`src/rtl/breathe_pwm_pkg.sv`:
```
// Shared definitions for the 8-bit counter family and the breathing-LED
// sequencer built on top of it.
//   CNT_W   : width of the upstream free-running counter and of LEVEL/DUTY
//   EXT_W   : signed working width for saturating LEVEL arithmetic
//   phase_t : sequencer phase encodings driven out on PHASE
package breathe_pwm_pkg;

  localparam int CNT_W = 8;
  localparam int EXT_W = CNT_W + 2;

  typedef logic [CNT_W-1:0]        cnt_t;
  typedef logic signed [EXT_W-1:0] ext_t;

  typedef enum logic [1:0] {
    RAMP_UP   = 2'd0,
    HOLD_HI   = 2'd1,
    RAMP_DOWN = 2'd2,
    HOLD_LO   = 2'd3
  } phase_t;

endpackage

```
`src/rtl/breathe_pwm_compare.sv`:
```
// DUTY shadow register and PWM comparator.
// DUTY is reloaded from LEVEL on every WRAP so the duty cycle only ever
// changes at a counter period boundary. PWM is registered: it reflects the
// CNT value sampled one edge earlier.
//   CLK   : clock, rising edge
//   RESET : synchronous active-high reset (clears DUTY and PWM)
//   CNT   : free-running 8-bit count
//   WRAP  : one-cycle pulse while CNT is at its terminal count
//   LEVEL : brightness to adopt as DUTY at the next WRAP
//   PWM   : registered (CNT < DUTY)
module pwm_compare
  import breathe_pwm_pkg::*;
(
  input  logic             CLK,
  input  logic             RESET,
  input  logic [CNT_W-1:0] CNT,
  input  logic             WRAP,
  input  logic [CNT_W-1:0] LEVEL,
  output logic             PWM
);

  cnt_t duty_p0;
  logic pwm_p1;

  // Stage 0 -> 1: shadow DUTY at the period boundary, then compare.
  // On the WRAP cycle CNT is at its terminal count, so the compare there
  // is always low and DUTY=255 yields 255 high counts out of 256.
  always_ff @(posedge CLK) begin
    if (RESET) begin
      duty_p0 <= '0;
      pwm_p1  <= 1'b0;
    end else begin
      if (WRAP) begin
        duty_p0 <= LEVEL;
      end
      pwm_p1 <= (CNT < duty_p0);
    end
  end

  assign PWM = pwm_p1;

endmodule

```
`src/rtl/breathe_pwm.sv`:
```
// Breathing-LED brightness sequencer.
// Ramps LEVEL up by STEP per counter wrap to full scale, holds for
// HOLD_PERIODS wraps, ramps down to zero, holds again, and repeats.
// The sequencer only moves on step events (WRAP and EN both high).
//   CLK   : clock, rising edge
//   RESET : synchronous active-high reset, dominant over WRAP/EN
//   EN    : allows the sequencer to advance
//   CNT   : free-running count from the upstream counter
//   WRAP  : counter wrap pulse
//   PWM   : registered LED drive
//   LEVEL : current brightness
//   PHASE : 0 RAMP_UP, 1 HOLD_HI, 2 RAMP_DOWN, 3 HOLD_LO
module breathe_pwm
  import breathe_pwm_pkg::*;
#(
  parameter int STEP         = 1,
  parameter int HOLD_PERIODS = 16
) (
  input  logic             CLK,
  input  logic             RESET,
  input  logic             EN,
  input  logic [CNT_W-1:0] CNT,
  input  logic             WRAP,
  output logic             PWM,
  output logic [CNT_W-1:0] LEVEL,
  output logic [1:0]       PHASE
);

  localparam ext_t STEP_S    = ext_t'(STEP);
  localparam cnt_t HOLD_LAST = cnt_t'(HOLD_PERIODS);
  localparam cnt_t LEVEL_MAX = '1;

  phase_t phase, phase_nxt;
  cnt_t   level, level_nxt;
  cnt_t   hold,  hold_nxt;

  // Widened signed arithmetic so overflow/underflow are visible before
  // clamping to the LEVEL range.
  function automatic cnt_t sat_inc(input cnt_t a);
    ext_t s;
    s = ext_t'({2'b00, a}) + STEP_S;
    if (s > ext_t'(LEVEL_MAX)) begin
      return LEVEL_MAX;
    end
    return s[CNT_W-1:0];
  endfunction

  function automatic cnt_t sat_dec(input cnt_t a);
    ext_t s;
    s = ext_t'({2'b00, a}) - STEP_S;
    if (s < 0) begin
      return '0;
    end
    return s[CNT_W-1:0];
  endfunction

  always_comb begin
    phase_nxt = phase;
    level_nxt = level;
    hold_nxt  = hold;
    if (WRAP && EN) begin
      case (phase)
        RAMP_UP: begin
          level_nxt = sat_inc(level);
          if (level_nxt == LEVEL_MAX) begin
            phase_nxt = HOLD_HI;
            hold_nxt  = '0;
          end
        end
        HOLD_HI: begin
          hold_nxt = hold + 1'b1;
          if (hold_nxt == HOLD_LAST) begin
            phase_nxt = RAMP_DOWN;
            hold_nxt  = '0;
          end
        end
        RAMP_DOWN: begin
          level_nxt = sat_dec(level);
          if (level_nxt == '0) begin
            phase_nxt = HOLD_LO;
            hold_nxt  = '0;
          end
        end
        HOLD_LO: begin
          hold_nxt = hold + 1'b1;
          if (hold_nxt == HOLD_LAST) begin
            phase_nxt = RAMP_UP;
            hold_nxt  = '0;
          end
        end
        default: begin
          phase_nxt = RAMP_UP;
        end
      endcase
    end
  end

  // Sequencer state register.
  always_ff @(posedge CLK) begin
    if (RESET) begin
      phase <= RAMP_UP;
      level <= '0;
      hold  <= '0;
    end else begin
      phase <= phase_nxt;
      level <= level_nxt;
      hold  <= hold_nxt;
    end
  end

  // The comparator takes the registered (pre-update) level at WRAP.
  pwm_compare u_cmp (
    .CLK   (CLK),
    .RESET (RESET),
    .CNT   (CNT),
    .WRAP  (WRAP),
    .LEVEL (level),
    .PWM   (PWM)
  );

  assign LEVEL = level;
  assign PHASE = phase;

endmodule

```
`config.mk`:
```
export PLATFORM = sky130hd
export DESIGN_NAME = breathe_pwm
export DESIGN_NICKNAME = d
export VERILOG_FILES = /design/src/rtl/breathe_pwm_pkg.sv /design/src/rtl/breathe_pwm_compare.sv /design/src/rtl/breathe_pwm.sv
export SDC_FILE = /design/constraint.sdc
export NUM_CORES = 1
export LEC_CHECK = 0
export ABC_AREA = 1
export CORE_UTILIZATION = 30
export CTS_BUF_LIST = sky130_fd_sc_hd__clkbuf_2
export CTS_CLUSTER_SIZE = 20
export DETAILED_ROUTE_END_ITERATION = 8
export PLACE_DENSITY = 0.47
export SLEW_MARGIN = 20
export SYNTH_ARGS = -nofsm -noshare
export SYNTH_HDL_FRONTEND = slang
export SYNTH_SLANG_ARGS = --single-unit
```
`constraint.sdc`:
```
create_clock -name CLK -period 5 [get_ports CLK]
set_input_delay 0.75 -clock CLK [delete_from_list [all_inputs] [get_ports CLK]]
set_output_delay 0.75 -clock CLK [all_outputs]
set_load 0.02 [all_outputs]
```
==> flow_summary.toml, run 1 <==
[outcome]
status = "finished, final reports clean"

[timing]
max-slew-margin-rel = 0.588
finalSetupTns_ps = 0
setup_ws_ps = 2360
skew_ps = 8.99
fin_crit_sh = 0.529
max_freq_ghz = 0.378
finalCriticalPeriod_ps = 2640
worstMarginPinSlew_ps = 617
setup_viol = 0
rsz0062_at_grt = "false"
hold_violations = 0
report.final.slew_viol_count = 0

[final_layout]
mostFrequentLayoutCells = "nand2_1 (66), nor2_1 (51), inv_1 (37)"
mostFrequentLayoutCell = "nand2_1"
fin_area_um2 = 2280
n_fill_cell = 711
n_antenna_cell = 0
final_core_util = 0.356
drive_gt1_frac = 0.0581
syn_to_final_growth_pct = 14.0
nets = 355

[power]
power_mw = 0.406
seqPwrFrac = 0.563
sw_frac_of_total = 0.321
peakVddDrop_uv = 77.9
p_sw_mw = 0.131
power-per-cell-area_nw_per_um2 = 179
clkPwrFrac = 0.234
cellInternalPower_mw = 0.276
power.leakage_nw = 0.990
combPwrFrac = 0.203

[drt]
final_antenna_net_count = 0
drtIter0Drc = 73
vias = 1941
first_pass_iters = 4
viasPerCell = 4.80
drt-total-wl_um = 4850
drc = 0
post_drt_wl_per_cell_um = 12.0

[grt]
grt_first_pass_wirelength_um = 8660
grt_pass1_vias = 1906
antenna_found_initial = 0
grt_usage = 0.150
grt.overflow.total = 0
grt_start_max_net_pins = 20

[setup_path]
startpoint_type = "flip-flop"
reg2reg_depth = 10
worst-path-max-fanout = 12
crit_chain = "clkdlybuf4s50_1"
slowest_stage = "dfxtp_1"
critPathRequiredTime_ps = 4250
slowest_delay_ps = 790
crit_type = "flip-flop to output port"
cp_data_arrival_time_ps = 1890
path_buf_inv = 1
endpoint_kind = "output port"
path_delay_family = "flip-flops"
cp_num_cells = 1

[synthesis]
syn-cell-area_um2 = 2000
ys_seq_elements = 27
synth_area_per_cell_um2 = 6.44
synth_cells = 310
synth_cell_types = 30
ys_seq_area_frac = 0.271
yosys_warnings = 0
synth_nets = 337

[worst_hold_path]
min_path_cells = 2
min_path_type = "flip-flop to flip-flop"

[clocking]
postCtsResizedCells = 0
cts_root_buf = "clkbuf_2"
cts_tree = "done"
numCtsBuffers = 3
cts_sinks = 27
post-cts-setup-buffers = 0
cts.path.max_buffers = 2
path_clk_slew_ps = 300
holdBufCountCts = 0
clk_latency_ps = 390
h-tree-depth = 1

[placement]
routabilityCongestion = 0.791
post-place-ws_ps = 2350
io_buffers = 22
post-dp-hpwl_um = 3640
place_area_um2 = 2250

[floorplan]
core_area_um2 = 6390
start_util = 0.312
placementRows = 29
die_x_um = 83.6
die_area_um2 = 6980
die_h_um = 83.6
boundaryPins = 23

[flow_run]
drv_cap = 0
## cell families after synthesis
| family | count (synthesis) | synth area share |
|---|---|---|
| xor+xnor | 5 | 0.0219 |
| buf+inv | 51 | 0.111 |
| simple gates | 159 | 0.357 |
| fa+ha+maj | 15 | 0.0940 |
| flops | 27 | 0.271 |
| compound gates | 53 | 0.145 |
## power groups by stage
stage                     Clock [mW]  Combinational, mW  Sequential (mW)
final                         0.0952             0.0825            0.229
after global routing           0.110             0.0948            0.230
after CTS                      0.100             0.0833            0.229
after detailed placement           0             0.0828            0.232
after global placement             0             0.0831            0.232
after floorplan                    0             0.0548            0.233
## layer usage
metal | vias to the layer above | part of all wire | GRT usage
li1 | 1040 | - | -
met1 | 857 | 0.53 | 0.208
met2 | 39 | 0.42 | 0.243
met3 | 5 | 0.046 | 0.0227
met4 | 0 | 0.0097 | 0.0370
met5 | - | 0 | 0
## final cells by class
cell class / instances / area, um^2 / area share
clock buffers: 3 / 15.0 / 0.00660
inverters: 42 / 163 / 0.0715
repair buffers: 22 / 220 / 0.0968
flip-flops and latches: 27 / 541 / 0.237
multi-input cells: 232 / 1230 / 0.542
well taps: 77 / 96.3 / 0.0423
clock inverters: 1 / 7.51 / 0.00330
## state kept, by name, summed over array words and instances, names as in the netlist
name,count
hold,8
LEVEL,8
u_cmp.PWM,1
u_cmp.duty_p0,8
PHASE,2
## per-stage QoR
step                      hold WS (ps)  std cells
final                              518        404
after detailed placement           471        400
after global routing               535        404
after floorplan                    453        310
after CTS                          514        404
after global placement             464        400
## worst paths after layout
kind,end,slack (ps),start
max,LEVEL[2],2360,LEVEL[2]
min,hold[6],520,hold[6]
max reg2reg,hold[6],2790,LEVEL[1]
min reg2reg,hold[6],520,hold[6]
## synthesized netlist by cell type
library cell	instances	area (um^2)
nand2_1	66	248
nor2_1	51	191
inv_1	37	139
dfxtp_1	27	541
a21oi_1	25	125
nand3_1	21	105
o21ai_0	21	105
ha_1	15	188
nand4_1	9	56.3
xor2_1	5	43.8
clkbuf_1	4	15.0
buf_6	3	33.8
inv_2	3	11.3
nor2_4	3	33.8
buf_2	2	10.0
nand3_2	2	20.0
nor2_2	2	12.5
nor3_1	2	10.0
a21oi_4	1	16.3
a221oi_1	1	8.76
a31oi_1	1	6.26
clkinv_1	1	3.75
clkinv_4	1	8.76
nand2_2	1	6.26
nand2_4	1	11.3
nand3_4	1	17.5
o211ai_1	1	7.51
o21a_1	1	7.51
o21bai_1	1	7.51
o22ai_1	1	6.26
No activity file was read; power rests on OpenSTA's default activity.
==> run 2: changes to the inputs <==
Clock period 5 ns to 2.6 ns, I/O delays scaled along.
==> run 2 against run 1 <==
Net effect:
- non-clock buffer count is 7 higher
- critical endpoint unchanged
- setup slack got worse by 2100 ps
- highest routed layer unchanged
- sequential power increased by 92%
- combinational power grew 100%
- die area unchanged
- via count down 0.26%
- clock skew grew 9.4 ps
- global-route usage down 0.083 points
- utilization up 0.78 points
- largest cell class unchanged
==> flow_summary.toml, run 2 (synthesis results as in run 1) <==
[clocking]
numCtsBuffers = 3
cts_tree = "done"
post-cts-setup-buffers = 0
cts_root_buf = "clkbuf_2"
holdBufCountCts = 0
path_clk_slew_ps = 290
cts_sinks = 27
cts.path.max_buffers = 2
clk_latency_ps = 390
postCtsResizedCells = 0
h-tree-depth = 1

[setup_path]
startpoint_type = "flip-flop"
endpoint_kind = "output port"
worst-path-max-fanout = 11
crit_type = "flip-flop to output port"
cp_data_arrival_time_ps = 1970
critPathRequiredTime_ps = 2210

[final_layout]
mostFrequentLayoutCells = "nand2_1 (66), nor2_1 (51), inv_1 (37)"
mostFrequentLayoutCell = "nand2_1"
nets = 362
drive_gt1_frac = 0.0778
n_antenna_cell = 0
fin_area_um2 = 2330
syn_to_final_growth_pct = 16.6
fin_cells = 411

[power]
power-per-cell-area_nw_per_um2 = 336
power.leakage_nw = 1.03
peakVddDrop_uv = 152

[drt]
first_pass_iters = 4
viasPerCell = 4.71
vias = 1936
drt-total-wl_um = 4940
final_antenna_net_count = 0
drtIter0Drc = 66
post_drt_wl_per_cell_um = 12.0
drc = 0

[grt]
grt.overflow.total = 0
grt_start_max_net_pins = 17
grt_usage = 0.149
grt_first_pass_wirelength_um = 8560
antenna_found_initial = 0
grt_pass1_vias = 1862

[timing]
setup_viol = 0
max_freq_ghz = 0.424
rsz0062_at_grt = "false"
finalSetupTns_ps = 0
finalCriticalPeriod_ps = 2360
skew_ps = 18.4
worstMarginPinSlew_ps = 603
max-slew-margin-rel = 0.597
report.final.slew_viol_count = 0
fin_crit_sh = 0.908
hold_violations = 0

[placement]
io_buffers = 22
dp_cells = 407
post-dp-hpwl_um = 3790
place_area_um2 = 2310
routabilityCongestion = 0.832

[floorplan]
boundaryPins = 23
core_area_um2 = 6390
die_area_um2 = 6980
placementRows = 29
die_x_um = 83.6
die_h_um = 83.6
start_util = 0.312

[worst_hold_path]
min_path_type = "flip-flop to flip-flop"

[outcome]
status = "finished, final reports clean"

[flow_run]
drv_cap = 0
run 2: changes by cell type in the layout (fill, tap and decap cells not counted):
cell / previous run / this run
clkinvlp_4: 1 / 0
buf_4: 0 / 7
clkinv_2: 0 / 1
run 2: worst paths after layout:
kind / cells past startpoint / slack, ps / from / end
min: 2 / 510 / hold[6] / hold[6]
min reg2reg: 2 / 510 / hold[6] / hold[6]
max reg2reg: 10 / 330 / LEVEL[0] / hold[2]
max: 2 / 240 / LEVEL[2] / LEVEL[2]
run 2: layout make-up:
class                   instances  area, um^2
clock buffers                   3        15.0
flip-flops and latches         27         541
clock inverters                 1        5.00
multi-input cells             232        1230
well taps                      77        96.3
inverters                      42         163
repair buffers                 29         273
fillers                       690        4060
run 2: through the flow:
step	utilization	hold WS, ps	setup slack, ps	power (mW)
6_report	0.364	509	240	0.781
5_1_grt	0.364	561	101	0.839
4_1_cts	0.364	513	201	0.799
3_5_place_dp	0.361	471	385	0.613
3_3_place_gp	0.361	472	438	0.613
2_1_floorplan	-	453	592	0.553
run 2: worst max-delay path, stage by stage (launching register included):
cell	delay, ps
dfxtp_1	770
buf_4	210
clkdlybuf4s50_1	590
run 2: power by group:
part	switching, mW	internal, mW	leakage, nW
sequential	0.0117	0.427	0.220
clock	0.140	0.0349	0.0164
combinational	0.0956	0.0716	0.793
run 2: metal layers:
layer	vias up	routed length (um)	global-route usage
met3	7	274	0.0247
li1	1052	-	-
met2	46	1980	0.228
met4	0	71	0.0508
met5	-	0	0
met1	831	2610	0.211
==> run 3: changes to the inputs <==
Settings changed: PLACE_DENSITY 0.47 to unset, PLACE_DENSITY_LB_ADDON set to 0.05.
==> run 3 against run 2 <==
Net effect:
- non-clock buffer count did not move
- combinational power barely moved
- critical path depth rose by 10
- clock power rose by 7%
- setup slack improved by 97 ps
- flip-flop and latch count did not move
- global-route usage rose by 0.65 points
- sequential share of layout area barely moved
- worst hold slack improved by 5.4 ps
- register-to-register slack barely moved
- routed wire length rose by 3.0%
- power rose by 1.5%
- highest routed layer unchanged
==> flow_summary.toml, run 3 (synthesis results as in run 1) <==
[power]
power.leakage_nw = 1.02
power_mw = 0.793
peakVddDrop_uv = 160
power-per-cell-area_nw_per_um2 = 340

[floorplan]
core_area_um2 = 6390
die_x_um = 83.6
die_area_um2 = 6980
die_h_um = 83.6
boundaryPins = 23
placementRows = 29
start_util = 0.312

[clocking]
holdBufCountCts = 0
postCtsResizedCells = 0
cts_root_buf = "clkbuf_2"
post-cts-setup-buffers = 0
numCtsBuffers = 3
cts_tree = "done"
path_clk_slew_ps = 310
h-tree-depth = 1
cts_sinks = 27
cts.path.max_buffers = 2
clk_latency_ps = 400

[setup_path]
path_delay_family = "simple AND/OR/NAND/NOR gates"
path_buf_inv = 1
startpoint_type = "flip-flop"
cp_data_arrival_time_ps = 2620
endpoint_kind = "flip-flop"
crit_type = "flip-flop to flip-flop"
slowest_stage = "dfxtp_1"
crit_top_cell = "nor2_1"
slowest_delay_ps = 570
critPathRequiredTime_ps = 2960
crit_chain = "inv_2 -> ha_1 -> nand3_1 -> nor2_1 -> nand2_1 -> nand2_1 -> nor2_1 -> nand3_1 -> a21oi_4 -> nand2_4 -> o21ai_0 -> nor2_1"
worst-path-max-fanout = 11

[grt]
antenna_found_initial = 0
grt.overflow.total = 0
grt_pass1_vias = 1814
grt_usage = 0.156
grt_start_max_net_pins = 20
grt_first_pass_wirelength_um = 8840

[timing]
fin_crit_sh = 0.871
skew_ps = 14.3
max-slew-margin-rel = 0.624
setup_viol = 0
finalSetupTns_ps = 0
max_freq_ghz = 0.442
rsz0062_at_grt = "false"
hold_violations = 0
report.final.slew_viol_count = 0
finalCriticalPeriod_ps = 2260
hold_slack_ps = 515
worstMarginPinSlew_ps = 563

[final_layout]
fin_cells = 411
nets = 362
mostFrequentLayoutCells = "nand2_1 (66), nor2_1 (51), inv_1 (37)"
drive_gt1_frac = 0.0778
n_antenna_cell = 0
mostFrequentLayoutCell = "nand2_1"
syn_to_final_growth_pct = 16.7
final_core_util = 0.365
n_fill_cell = 715

[drt]
final_antenna_net_count = 0
drt-total-wl_um = 5090
drtIter0Drc = 91
viasPerCell = 4.78
post_drt_wl_per_cell_um = 12.4
drc = 0
first_pass_iters = 4
vias = 1963

[placement]
routabilityCongestion = 0.821
dp_cells = 407
post-dp-hpwl_um = 3850
io_buffers = 22

[outcome]
status = "finished, final reports clean"

[worst_hold_path]
min_path_type = "flip-flop to flip-flop"

[flow_run]
drv_cap = 0
## run 3: power by group
group          switching, mW  leakage [nW]  total [mW]  internal [mW]
combinational         0.0950         0.792       0.165         0.0705
sequential            0.0119         0.220       0.439          0.427
clock                  0.152        0.0126       0.188         0.0355
## run 3: per-layer routing
layer | global-route usage | vias to the layer above | wire [um]
met5 | 0 | - | 0
met1 | 0.230 | 854 | 2640
met3 | 0.0168 | 2 | 303
met2 | 0.237 | 55 | 2120
met4 | 0.0462 | 0 | 29
li1 | - | 1052 | -
## run 3: worst min-delay path, cell delays in order (launching register included)
cell	delay (ps)
dfxtp_1	390
nor2_1	90
nor2_1	50
## run 3: path summary, 6_finish.rpt
check	start	to	slack (ps)	depth (start not counted)
worst max register to register	LEVEL[0]	hold[2]	340	12
worst min-delay path	hold[6]	hold[6]	510	2
worst min register to register	hold[6]	hold[6]	510	2
worst max-delay path	LEVEL[0]	hold[2]	340	12
## run 3: stage by stage
| step | setup slack (ps) | instance area, um^2 |
|---|---|---|
| global placement | 354 | 2310 |
| detailed placement | 342 | 2310 |
| global route | 80.4 | 2330 |
| finish | 336 | 2330 |
| CTS | 328 | 2330 |
| floorplan | 592 | 2000 |
## run 3: layout make-up
class / count / area (um^2) / share of cell area
clock buffers: 3 / 15.0 / 0.00645
clock inverters: 1 / 7.51 / 0.00322
inverters: 42 / 163 / 0.0699
multi-input cells: 232 / 1230 / 0.530
flip-flops and latches: 27 / 541 / 0.232
well taps: 77 / 96.3 / 0.0414
repair buffers: 29 / 273 / 0.117
